`src/rtl/result_queue.sv`:
```
// rtl/result_queue.sv - Result FIFO with bus-mapped head/status/control, drop accounting and level irq.
module result_queue #(
    parameter int DEPTH      = 4,
    parameter int IRQ_THRESH = 1
) (
    input  logic        clk,
    input  logic        reset,
    input  logic        res_valid,
    output logic        res_ready,
    input  logic [31:0] res_w,
    input  logic [5:0]  res_l,
    input  logic        res_ovf,
    input  logic [15:0] saddress,
    input  logic        srd,
    input  logic        swr,
    input  logic [31:0] sdata_in,
    output logic [31:0] sdata_out,
    output logic        irq
);

    localparam int AW = $clog2(DEPTH);

    localparam logic [15:0] ADDR_HEAD_W = 16'h03B0;
    localparam logic [15:0] ADDR_HEAD_L = 16'h03B8;
    localparam logic [15:0] ADDR_STATUS = 16'h03C0;
    localparam logic [15:0] ADDR_CTRL   = 16'h03C8;

    logic [38:0]   mem_q [DEPTH];
    logic [AW-1:0] rd_ptr_q, rd_ptr_d;
    logic [AW-1:0] wr_ptr_q, wr_ptr_d;
    logic [4:0]    count_q, count_d;
    logic          sticky_q, sticky_d;
    logic [7:0]    drop_cnt_q, drop_cnt_d;
    logic          srd_q, swr_q;
    logic          srd_arm_q, swr_arm_q;
    logic [31:0]   sdata_out_q, sdata_out_d;
    logic          irq_q, irq_d;

    logic        full, empty;
    logic        rd_ev, wr_ev, ctrl_wr;
    logic        pop_req, flush_req, clr_req;
    logic        pop_eff, push_eff, drop_eff;
    logic [38:0] head;

    assign full  = (count_q == 5'(DEPTH));
    assign empty = (count_q == 5'd0);
    assign head  = mem_q[rd_ptr_q];

    // Arm flags make a strobe still high when reset releases wait for a fresh rising edge.
    assign rd_ev   = srd & ~srd_q & srd_arm_q;
    assign wr_ev   = swr & ~swr_q & swr_arm_q;
    assign ctrl_wr = wr_ev && (saddress == ADDR_CTRL);

    assign pop_req   = ctrl_wr & sdata_in[0];
    assign flush_req = ctrl_wr & sdata_in[1];
    assign clr_req   = ctrl_wr & sdata_in[2];

    assign pop_eff  = pop_req & ~empty & ~flush_req;
    assign push_eff = res_valid & (~full | pop_eff) & ~flush_req;
    assign drop_eff = res_valid & full & ~pop_eff & ~flush_req;

    always_comb begin
        rd_ptr_d   = rd_ptr_q;
        wr_ptr_d   = wr_ptr_q;
        count_d    = count_q;
        sticky_d   = sticky_q;
        drop_cnt_d = drop_cnt_q;

        if (flush_req) begin
            rd_ptr_d = '0;
            wr_ptr_d = '0;
            count_d  = 5'd0;
        end else begin
            if (pop_eff)  rd_ptr_d = rd_ptr_q + 1'b1;
            if (push_eff) wr_ptr_d = wr_ptr_q + 1'b1;
            if (push_eff && !pop_eff)      count_d = count_q + 5'd1;
            else if (pop_eff && !push_eff) count_d = count_q - 5'd1;
        end

        if (clr_req) begin
            sticky_d   = 1'b0;
            drop_cnt_d = 8'd0;
        end else if (drop_eff) begin
            sticky_d = 1'b1;
            if (drop_cnt_q != 8'hFF) drop_cnt_d = drop_cnt_q + 8'd1;
        end

        irq_d = (IRQ_THRESH != 0) && (count_d >= 5'(IRQ_THRESH));
    end

    // Read data reflects state before any CTRL write landing on the same edge.
    always_comb begin
        sdata_out_d = sdata_out_q;
        if (rd_ev) begin
            case (saddress)
                ADDR_HEAD_W: sdata_out_d = empty ? 32'd0 : head[31:0];
                ADDR_HEAD_L: sdata_out_d = empty ? 32'd0 : {25'd0, head[38:32]};
                ADDR_STATUS: sdata_out_d = {8'd0, drop_cnt_q, 5'd0, sticky_q, full, empty, 3'd0, count_q};
                default:     sdata_out_d = 32'd0;
            endcase
        end
    end

    always_ff @(posedge clk or posedge reset) begin
        if (reset) begin
            rd_ptr_q    <= '0;
            wr_ptr_q    <= '0;
            count_q     <= 5'd0;
            sticky_q    <= 1'b0;
            drop_cnt_q  <= 8'd0;
            srd_q       <= 1'b0;
            swr_q       <= 1'b0;
            srd_arm_q   <= 1'b0;
            swr_arm_q   <= 1'b0;
            sdata_out_q <= 32'd0;
            irq_q       <= 1'b0;
        end else begin
            rd_ptr_q    <= rd_ptr_d;
            wr_ptr_q    <= wr_ptr_d;
            count_q     <= count_d;
            sticky_q    <= sticky_d;
            drop_cnt_q  <= drop_cnt_d;
            srd_q       <= srd;
            swr_q       <= swr;
            srd_arm_q   <= srd_arm_q | ~srd;
            swr_arm_q   <= swr_arm_q | ~swr;
            sdata_out_q <= sdata_out_d;
            irq_q       <= irq_d;
        end
    end

    always_ff @(posedge clk) begin
        if (push_eff) mem_q[wr_ptr_q] <= {res_ovf, res_l, res_w};
    end

    assign res_ready = ~full;
    assign sdata_out = sdata_out_q;
    assign irq       = irq_q;

endmodule

```
`config.mk`:
```
export PLATFORM = sky130hd
export DESIGN_NAME = result_queue
export DESIGN_NICKNAME = d
export VERILOG_FILES = /design/src/rtl/result_queue.sv
export SDC_FILE = /design/constraint.sdc
export NUM_CORES = 1
export LEC_CHECK = 0
export ABC_AREA = 1
export BUFFER_PORTS_ARGS = -buffer_cell sky130_fd_sc_hd__clkbuf_2
export CAP_MARGIN = 20
export CORE_ASPECT_RATIO = 0.75
export CORE_MARGIN = 4
export CORE_UTILIZATION = 55
export CTS_CLUSTER_DIAMETER = 40
export CTS_CLUSTER_SIZE = 40
export DETAILED_ROUTE_END_ITERATION = 12
export PLACE_DENSITY_LB_ADDON = 0.08
export SYNTH_ARGS = -nofsm -noshare
export SYNTH_HDL_FRONTEND = slang
export SYNTH_SLANG_ARGS = --single-unit
export TNS_END_PERCENT = 1
```
`constraint.sdc`:
```
create_clock -name clk -period 4.75 [get_ports clk]
set_input_delay 0.475 -clock clk [delete_from_list [all_inputs] [get_ports clk]]
set_output_delay 0.475 -clock clk [all_outputs]
set_load 0.01 [all_outputs]
```
==> metrics.md, run 1 <==
| Metric | Value |
|---|---|
| Clock root buffer | `clkbuf_16` |
| YS warnings | `0` |
| Top cells by count, synth | `edfxtp_1, nand2_1, nor2_1` |
| Final Non-Filler Cells | `1084` |
| Setup TNS | `0 ns` |
| WP data required | `about 4.9 ns` |
| Area contributors post-synth | `edfxtp_1, dfrtp_1, nand2_1, o21ai_0, nor2_1` |
| Final-report setup violation count | `0` |
| Share of cells above drive strength 1 | `21.6%` |
| Crit end category | `flip-flop` |
| Filler cells | `1170` |
| Remaining DRCs | `0` |
| Synth cell types | `33` |
| Status | `finished, final reports clean` |
| Synth async-reset ratio | `about a quarter` |
| Worst hold margin | `0.102 ns` |
| Reg clk slew, reported paths | `0.07 ns` |
| Final Critical Period | `~3.1 ns` |
| MaxCap Viol Count | `0` |
| Tcrit/Tclk final | `approximately 66%` |
| Clk buf depth | `3` |
| Routed wire length | `between 20 and 25 mm` |
| Clock Latency Late Sink | `slightly above 0.5 ns` |
| Die Width | `around 150 um` |
| Top_reg_cell synth | `edfxtp_1` |
| Die Height | `117 um` |
| Avg Cell Area, Syn | `between 10 and 15 um^2` |
| EDFF count, synth | `between 150 and 200` |
| Register Area | `roughly 6100 um^2` |
| Register bit total from synthesis | `between 200 and 250` |
| Vias in the first global route | `around 6.1k` |
| Type of the worst min-delay path | `input pin to flip-flop` |
| Antenna cells | `0` |
| Worst EP arrival | `3.31 ns` |
| Pwr/cell area | `455 nW/um^2` |
| CTS Buf Count | `23` |
| Sink Count | `211` |
| # resized after CTS | `0` |
| Routed wire per std cell | `18.7 um` |
| Post-synthesis sequential area ratio | `69.0%` |
| Least-Margin Pin Slew | `slightly below 1 ns` |
| Hold buffer count at CTS | `0` |
| Synthesized instance count | `761` |
| CTS HTree Levels | `1` |
| First-pass GRT wire length | `between 30 and 40 mm` |
| Crit start category | `flip-flop` |
| Area of the multi-input gates | `~2400 um^2` |
| Pwr Total | `4.68 mW` |
| Core area | `around 15000 um^2` |
| Crit Path Max Fanout | `23` |
| Iter 0 DRT Violations | `546` |
| Gr usage total | `22.1%` |
| Setup Buffers After CTS | `0` |
| Via/cell ratio | `approximately 5.7` |
| WS Path Type | `flip-flop to flip-flop` |
| DP HPWL | `~13 mm` |
| Fin nets | `about 960` |
| Final Hold Vio Count | `0` |
| Starting Density | `a little under three fifths` |
| Top cell type's share of synthesized area | `53.3%` |
| Die Area | `18100 um^2` |
| Hold depth | `1` |
| Initial antenna violation count | `0` |
| TritonCTS clock tree | `built` |
| # placed instances | `roughly 1.0k` |
| Final ANT Viol Nets | `0` |
| RSZ-0062 raised after global routing | `false` |
| Largest net degree at the start of global routing | `81` |
| Worst vdd ir | `roughly 0.3 mV` |
| Vias | `between 6k and 7k` |
| Area grow syn2layout | `17.4%` |
| Final Max Slew Viols | `0` |
| Slew HR | `34.5%` |
| Io pins | `~130` |
| Post-synth top area cell | `edfxtp_1` |
| Final Skew | `0.0239 ns` |
| DR pass1 iterations | `5` |
| PortBufs | `between 90 and 100` |
| Rows | `39` |
| Net Count, Synth | `roughly 860` |
| RD Place Congestion | `roughly 0.84` |
| R2R cell count | `10` |
| Final core occ | `around two thirds` |
| Leak | `roughly 4.1 nW` |
| Most frequent cell after synthesis | `edfxtp_1` |
| Fmax | `between 300 and 400 MHz` |
| Cell area after synthesis | `8780 um^2` |
| Gr ovfl total | `0` |
## area by class of cell
class	instances	share of cell area, %
Multi-Input combinational cell	458	23.3
Sequential cell	211	58.8
Tap cell	205	2.49
Clock buffer	23	5.59
Timing Repair Buffer	110	5.68
Inverter	58	2.11
Clock inverter	19	2.00
## worst max-delay path, stage by stage, from the launching register on
cell     delay, ns
dfrtp_1       0.40
inv_1         0.12
ha_1          0.20
nand2_1       0.12
nor2_2        0.12
nor2_4        0.14
nand4_4       0.17
nand2_2       0.14
nand2_1       0.26
nor2_4        0.77
buf_4         0.35
## kinds of logic (layout without fill, tap and decap cells)
logic type / Yosys count / in the layout / synth area share [%]
AO/OA/AOI/OAI: 155 / 155 / 10.3
AND/OR/NAND/NOR: 293 / 293 / 15.3
flip-flops: 211 / 211 / 69.0
adder cells (fa/ha/maj): 8 / 8 / 1.14
XOR/XNOR: 2 / 2 / 0.200
buffers and inverters: 92 / 210 / 4.03
## power breakdown
group / switching (mW) / internal [mW]
clock: 0.796 / 0.991
combinational: 0.391 / 0.165
sequential: 0.0900 / 2.25
total: 1.28 / 3.41
## routing by layer
metal	GRT usage [%]	up-vias	share of wire [%]
li1	-	2904	-
met1	31.5	3043	44
met2	35.2	233	46
met3	4.79	39	7.6
met4	5.35	0	2.1
met5	0	-	0
## stage by stage
step | setup slack, ns | cell area, um^2
2_1_floorplan | 1.30 | 8780
3_3_place_gp | 1.67 | 9520
3_5_place_dp | 1.56 | 9520
4_1_cts | 1.65 | 10300
5_1_grt | 1.50 | 10300
6_report | 1.63 | 10300
## registers in the layout (all words and copies together) (netlist names)
| register | flops |
|---|---|
| mem_q | 156 |
| swr_arm_q | 1 |
| srd_q | 1 |
| count_q | 5 |
| irq | 1 |
| drop_cnt_q | 8 |
| wr_ptr_q | 2 |
| swr_q | 1 |
| srd_arm_q | 1 |
| rd_ptr_q | 2 |
| sdata_out | 32 |
| sticky_q | 1 |
## layout by cell type (no fill, tap or decap), types with 2 or more instances in the layout
cell type | netlist | final
clkbuf_2 | 0 | 96
inv_2 | 7 | 10
o211ai_1 | 2 | 2
nor2_4 | 6 | 10
clkinvlp_4 | 0 | 2
a22o_1 | 2 | 2
ha_1 | 8 | 8
nand4_1 | 11 | 11
o21ai_0 | 55 | 55
dfrtp_1 | 55 | 54
clkinv_8 | 0 | 3
o21a_1 | 2 | 2
a32o_1 | 15 | 15
clkinv_4 | 0 | 3
nand3_1 | 33 | 33
nor2_1 | 72 | 68
buf_4 | 0 | 14
inv_1 | 50 | 48
nand2_1 | 134 | 134
nand3_2 | 2 | 2
a21oi_1 | 40 | 40
o2111ai_1 | 3 | 3
clkbuf_16 | 0 | 23
nor3_1 | 20 | 19
edfxtp_1 | 156 | 156
o22ai_1 | 22 | 22
o21ai_1 | 14 | 14
nand2_2 | 5 | 5
inv_6 | 0 | 8
nor2_2 | 5 | 5
## path summary, 6_finish.rpt
check / slack, ns / from / to
worst max-delay path: 1.63 / count_q[0] / mem_q[0][27]
worst min-delay path: 0.10 / srd / srd_q
worst max register to register: 1.63 / count_q[0] / mem_q[0][27]
worst min register to register: 0.45 / srd_arm_q / srd_arm_q
max in group asynchronous: 4.01 / reset / rd_ptr_q[0]
min in group asynchronous: 0.18 / reset / sdata_out[12]
Power figures use the tool's default switching activity.
==> run 2, diff against run 1 <==
==> constraint.sdc (replaced) <==
create_clock -name clk -period 3 [get_ports clk]
set_input_delay 0.3 -clock clk [delete_from_list [all_inputs] [get_ports clk]]
set_output_delay 0.3 -clock clk [all_outputs]
set_load 0.01 [all_outputs]
==> metrics.md, run 2 (same netlist as run 1, synthesis figures left out) <==
| Metric | Value |
|---|---|
| Clk buf depth | `3 (unchanged)` |
| Leak | `4.24 nW (was 4.11 nW)` |
| Comb power frac | `12.5% (was 11.9%)` |
| Status | `finished, final reports clean (unchanged)` |
| Area grow syn2layout | `20.6% (was 17.4%)` |
| Final Max Slew Viols | `0 (unchanged)` |
| Slew HR | `43.9% (was 34.5%)` |
| Worst hold margin | `0.0116 ns (was 0.102 ns)` |
| Gr usage total | `22.6% (was 22.1%)` |
| Remaining DRCs | `0 (unchanged)` |
| Final core occ | `68.7% (was 66.8%)` |
| MaxCap Viol Count | `0 (unchanged)` |
| Worst vdd ir | `0.592 mV (was 0.296 mV)` |
| Tcrit/Tclk final | `92.1% (was 65.6%)` |
| Iter 0 DRT Violations | `560 (was 546)` |
| # resized after CTS | `0 (unchanged)` |
| Crit Path Max Fanout | `14 (was 23)` |
| Hold buffer count at CTS | `20 (was 0)` |
| CTS HTree Levels | `1 (unchanged)` |
| Setup TNS | `0 ns (unchanged)` |
| Crit start category | `flip-flop (unchanged)` |
| Share of cells above drive strength 1 | `21.5% (was 21.6%)` |
| Final-report setup violation count | `0 (unchanged)` |
| Initial antenna violation count | `1 (was 0)` |
| Type of the worst min-delay path | `input pin to flip-flop (unchanged)` |
| Pwr/cell area | `697 nW/um^2 (was 455 nW/um^2)` |
| Vias in the first global route | `6248 (was 6118)` |
| Die Height | `117 um (unchanged)` |
| Largest stage delay, worst path | `0.41 ns (was 0.77 ns)` |
| Crit end category | `flip-flop (unchanged)` |
| First-pass GRT wire length | `32.8 mm (was 31.9 mm)` |
| Commonest cells after routing, fill and taps aside | `edfxtp_1, nand2_1, clkbuf_2, nor2_1, o21ai_0 (unchanged)` |
| Filler cells | `1150 (was 1170)` |
| Vias | `6211 (was 6219)` |
| Rows | `39 (unchanged)` |
| Via/cell ratio | `5.59 (was 5.74)` |
| Max reg flops | `156 (unchanged)` |
| Routed wire length | `20.4 mm (was 20.3 mm)` |
| DR pass1 iterations | `5 (unchanged)` |
| Slack of the worst reg-to-reg path | `0.24 ns (was 1.63 ns)` |
| Most common cell after layout, fill and taps aside | `edfxtp_1 (unchanged)` |
| WS Path Type | `flip-flop to flip-flop (unchanged)` |
| Antenna cells | `0 (unchanged)` |
| Sequential Power Share | `50.1% (was 50.0%)` |
| RD Place Congestion | `0.851 (was 0.835)` |
| Reg clk slew, reported paths | `0.07 ns (about the same)` |
| Final Hold Vio Count | `0 (unchanged)` |
| Clock root buffer | `clkbuf_16 (unchanged)` |
| Worst EP arrival | `2.95 ns (was 3.31 ns)` |
| Final Skew | `0.0187 ns (was 0.0239 ns)` |
| Core area | `15400 um^2 (unchanged)` |
| Fraction of power spent switching nets | `27.0% (was 27.3%)` |
| CTS Buf Count | `22 (was 23)` |
| Routed wire per std cell | `18.4 um (was 18.7 um)` |
| Die Area | `18100 um^2 (unchanged)` |
| Pwr Total | `7.38 mW (was 4.68 mW)` |
| Least-Margin Pin Slew | `0.841 ns (was 0.982 ns)` |
| Critical-path top delay cell | `dfrtp_1 (was nor2_4)` |
| TritonCTS clock tree | `built (unchanged)` |
| Fmax | `362 MHz (was 321 MHz)` |
| RSZ-0062 raised after global routing | `false (unchanged)` |
| Starting Density | `56.9% (unchanged)` |
| Biggest register | `mem_q (unchanged)` |
| DP HPWL | `12.9 mm (was 12.6 mm)` |
| Setup Buffers After CTS | `0 (unchanged)` |
| Gr ovfl total | `0 (unchanged)` |
| Sink Count | `211 (unchanged)` |
| Largest net degree at the start of global routing | `81 (unchanged)` |
| Final Critical Period | `2.76 ns (was 3.12 ns)` |
| P_int | `5.39 mW (was 3.41 mW)` |
| Cell Chain, Critical Path | `inv_1 > ha_1 > nand2_1 > nor2_2 > nor2_4 > nand4_4 > nand2_2 > nand2_1 > nor2_4 > buf_4 (unchanged)` |
| Final ANT Viol Nets | `0 (unchanged)` |
| PortBufs | `96 (unchanged)` |
| Clock Latency Late Sink | `0.51 ns (about the same)` |
| NetSw | `1.99 mW (was 1.28 mW)` |
| Final worst slack | `0.237 ns (was 1.63 ns)` |
| WP data required | `3.19 ns (was 4.94 ns)` |
| Dpl ws | `0.258 ns (was 1.56 ns)` |
| Io pins | `126 (unchanged)` |
| Die Width | `154 um (unchanged)` |
| Fin nets | `990 (was 962)` |
| Clock power share | `37.4% (was 38.1%)` |
==> run 2: changes by cell type in the layout (fill, tap and decap cells not counted), sizes merged <==
| cell | before | now |
|---|---|---|
| inv | 67 | 65 |
| dlygate4sd3 | 0 | 21 |
| buf | 14 | 22 |
==> run 2: through the flow <==
step / cells / instance area (um^2)
2_1_floorplan: 761 / 8780
3_3_place_gp: 1050 / 9620
3_5_place_dp: 1050 / 9620
4_1_cts: 1110 / 10600
5_1_grt: 1111 / 10600
6_report: 1111 / 10600
==> run 2: final timing paths <==
check                           start             to  cells past startpoint
setup / recovery           count_q[0]   mem_q[0][32]                     10
hold reg to reg             srd_arm_q      srd_arm_q                      2
min in group asynchronous       reset          swr_q                      3
setup reg to reg           count_q[0]   mem_q[0][32]                     10
max in group asynchronous       reset  sdata_out[25]                      4
hold / removal              res_w[16]   mem_q[3][16]                      1
==> run 2: power by group through the flow <==
| stage | combinational (mW) | clock (mW) | sequential (mW) |
|---|---|---|---|
| after global routing | 1.03 | 2.94 | 3.73 |
| after floorplan | 0.545 | 0 | 3.74 |
| after CTS | 0.925 | 2.79 | 3.70 |
| final | 0.923 | 2.76 | 3.70 |
| after detailed placement | 0.897 | 0 | 3.76 |
| after global placement | 0.864 | 0 | 3.74 |
==> run 2: layout make-up <==
cell class	instances	area, um^2	share of cell area [%]
well taps	205	256	2.42
flip-flops and latches	211	6060	57.3
repair buffers	139	893	8.44
inverters	58	218	2.06
clock inverters	17	191	1.81
clock buffers	23	564	5.33
multi-input cells	458	2400	22.7
==> run 2: metal layers <==
metal	GRT usage [%]	share of wire [%]
met1	32.9	43
met2	35.7	47
met3	4.75	8.2
met4	5.07	1.8
met5	0	0.064
==> run 2: critical path: cells and delay by family, from the launching register on <==
kind	cells	cell delay, ns
simple gates	7	1.35
buf+inv	2	0.45
flops	1	0.41
fa+ha+maj	1	0.22
==> run 3, diff against run 2 <==
--- a/config.mk
+++ b/config.mk
@@ -9,7 +9,7 @@
 export BUFFER_PORTS_ARGS = -buffer_cell sky130_fd_sc_hd__clkbuf_2
 export CAP_MARGIN = 20
 export CORE_ASPECT_RATIO = 0.75
-export CORE_MARGIN = 4
+export CORE_MARGIN = 10
 export CORE_UTILIZATION = 55
 export CTS_CLUSTER_DIAMETER = 40
 export CTS_CLUSTER_SIZE = 40
==> metrics.md, run 3 (same netlist as run 1, synthesis figures left out) <==
| Metric | Value |
|---|---|
| Largest stage delay, worst path | `0.40 ns (was 0.41 ns)` |
| Final Critical Period | `2.58 ns (was 2.76 ns)` |
| Setup Buffers After CTS | `0 (unchanged)` |
| Die Height | `129 um (was 117 um)` |
| CTS HTree Levels | `1 (unchanged)` |
| Worst hold margin | `0.0140 ns (was 0.0116 ns)` |
| # resized after CTS | `0 (unchanged)` |
| Die Width | `166 um (was 154 um)` |
| Sink Count | `211 (unchanged)` |
| Crit end category | `flip-flop (unchanged)` |
| PortBufs | `96 (unchanged)` |
| Tcrit/Tclk final | `86.0% (was 92.1%)` |
| Fmax | `387 MHz (was 362 MHz)` |
| Via/cell ratio | `5.67 (was 5.59)` |
| WP data required | `3.16 ns (was 3.19 ns)` |
| CTS Buf Count | `22 (unchanged)` |
| Reg clk slew, reported paths | `0.06 ns (was 0.07 ns)` |
| Clk buf depth | `3 (unchanged)` |
| Most common cell after layout, fill and taps aside | `edfxtp_1 (unchanged)` |
| Register Area | `6060 um^2 (unchanged)` |
| Vias | `6201 (was 6211)` |
| Starting Density | `56.9% (unchanged)` |
| Core area | `15400 um^2 (unchanged)` |
| First-pass GRT wire length | `32.7 mm (was 32.8 mm)` |
| Remaining DRCs | `0 (unchanged)` |
| Die Area | `21500 um^2 (was 18100 um^2)` |
| Gr usage total | `18.7% (was 22.6%)` |
| Leak | `4.16 nW (was 4.24 nW)` |
| Placed Area | `9580 um^2 (was 9620 um^2)` |
| Worst vdd ir | `0.528 mV (was 0.592 mV)` |
| DP HPWL | `13.5 mm (was 12.9 mm)` |
| Biggest register | `mem_q (unchanged)` |
| Largest net degree at the start of global routing | `81 (unchanged)` |
| Critical-path top delay cell | `dfrtp_1 (unchanged)` |
| Area grow syn2layout | `18.5% (was 20.6%)` |
| Initial antenna violation count | `1 (unchanged)` |
| Fin nets | `973 (was 990)` |
| Final Instance Area | `10400 um^2 (was 10600 um^2)` |
| Commonest cells after routing, fill and taps aside | `edfxtp_1, nand2_1, clkbuf_2, nor2_1, o21ai_0 (unchanged)` |
| Filler cells | `1161 (was 1150)` |
| Routed wire length | `20.6 mm (was 20.4 mm)` |
| Crit Path Max Fanout | `24 (was 14)` |
| Antenna cells | `0 (unchanged)` |
| Iter 0 DRT Violations | `539 (was 560)` |
| Clock Latency Late Sink | `0.50 ns (was 0.51 ns)` |
| Vias in the first global route | `6133 (was 6248)` |
| Gr ovfl total | `0 (unchanged)` |
| RD Place Congestion | `0.882 (was 0.851)` |
| Routed wire per std cell | `18.8 um (was 18.4 um)` |
| RSZ-0062 raised after global routing | `false (unchanged)` |
| Final Hold Vio Count | `0 (unchanged)` |
| Final worst slack | `0.419 ns (was 0.237 ns)` |
| Max reg flops | `156 (unchanged)` |
| Dpl ws | `0.478 ns (was 0.258 ns)` |
| Area of the multi-input gates | `2400 um^2 (unchanged)` |
| Final-report setup violation count | `0 (unchanged)` |
| CP delay by family, top | `simple AND/OR/NAND/NOR gates (unchanged)` |
| Share of cells above drive strength 1 | `21.6% (was 21.5%)` |
| Final ANT Viol Nets | `0 (unchanged)` |
| Type of the worst min-delay path | `input pin to flip-flop (unchanged)` |
| Pwr/cell area | `714 nW/um^2 (was 697 nW/um^2)` |
| Final Skew | `0.0112 ns (was 0.0187 ns)` |
| Final Max Slew Viols | `0 (unchanged)` |
| Hold buffer count at CTS | `5 (was 20)` |
| Setup TNS | `0 ns (unchanged)` |
| TritonCTS clock tree | `built (unchanged)` |
| CP Buf/Inv Count | `2 (unchanged)` |
| MaxCap Viol Count | `0 (unchanged)` |
| Io pins | `126 (unchanged)` |
| Slew HR | `45.4% (was 43.9%)` |
| Least-Margin Pin Slew | `0.820 ns (was 0.841 ns)` |
| Cell Chain, Critical Path | `inv_1 > ha_1 > nand2_1 > nor2_2 > nor2_4 > nand4_4 > nand2_2 > nand2_1 > nor2_4 > buf_4 (unchanged)` |
| Rows | `39 (unchanged)` |
| Worst EP arrival | `2.74 ns (was 2.95 ns)` |
| WS Path Type | `flip-flop to flip-flop (unchanged)` |
| Clock root buffer | `clkbuf_16 (unchanged)` |
| Crit start category | `flip-flop (unchanged)` |
| Status | `finished, final reports clean (unchanged)` |
| Final core occ | `67.5% (was 68.7%)` |
| DR pass1 iterations | `5 (unchanged)` |
[run 3: cell type report]
| type | count | share of cell area [%] |
|---|---|---|
| Sequential cell | 211 | 58.3 |
| Multi-Input combinational cell | 458 | 23.1 |
| Timing Repair Buffer | 122 | 6.61 |
| Clock buffer | 25 | 5.60 |
| Tap cell | 205 | 2.47 |
| Inverter | 58 | 2.09 |
| Clock inverter | 15 | 1.89 |
[run 3: metrics by stage]
stage               total power, mW  instances
floorplan                      4.29        761
global placement               4.59       1049
detailed placement             4.64       1049
CTS                            7.48       1094
global route                   7.76       1094
finish                         7.43       1094
[run 3: path summary, 6_finish.rpt]
| kind | startpoint | end | slack (ns) | cells after the start |
|---|---|---|---|---|
| worst max-delay path | count_q[0] | mem_q[3][19] | 0.42 | 10 |
| worst min-delay path | res_w[26] | mem_q[1][26] | 0.01 | 1 |
| worst max register to register | count_q[0] | mem_q[3][19] | 0.42 | 10 |
| worst min register to register | swr_arm_q | swr_arm_q | 0.47 | 2 |
| max in group asynchronous | reset | drop_cnt_q[2] | 2.15 | 4 |
| min in group asynchronous | reset | count_q[0] | 0.24 | 3 |
[run 3: power by group]
part / leakage, nW / internal (mW) / switching [mW] / total (mW)
Clock: 0.371 / 1.64 / 1.20 / 2.83
Sequential: 2.14 / 3.57 / 0.143 / 3.71
Combinational: 1.66 / 0.272 / 0.615 / 0.886
Total: 4.16 / 5.47 / 1.96 / 7.43
[run 3: per-layer routing]
metal | vias to the layer above | track usage (%) | wire length (um)
li1 | 2927 | - | -
met1 | 2985 | 24.9 | 8700
met2 | 253 | 30.7 | 9900
met3 | 36 | 4.50 | 1730
met4 | 0 | 4.47 | 293
met5 | - | 0 | 0
[run 3: worst reg2reg max path, cell delays in order (launching register included)]
cell and delay [ns]:
dfrtp_1 0.40, inv_1 0.13, ha_1 0.22, nand2_1 0.11, nor2_2 0.11, nor2_4 0.14
nand4_4 0.16, nand2_2 0.15, nand2_1 0.26, nor2_4 0.17, buf_4 0.37
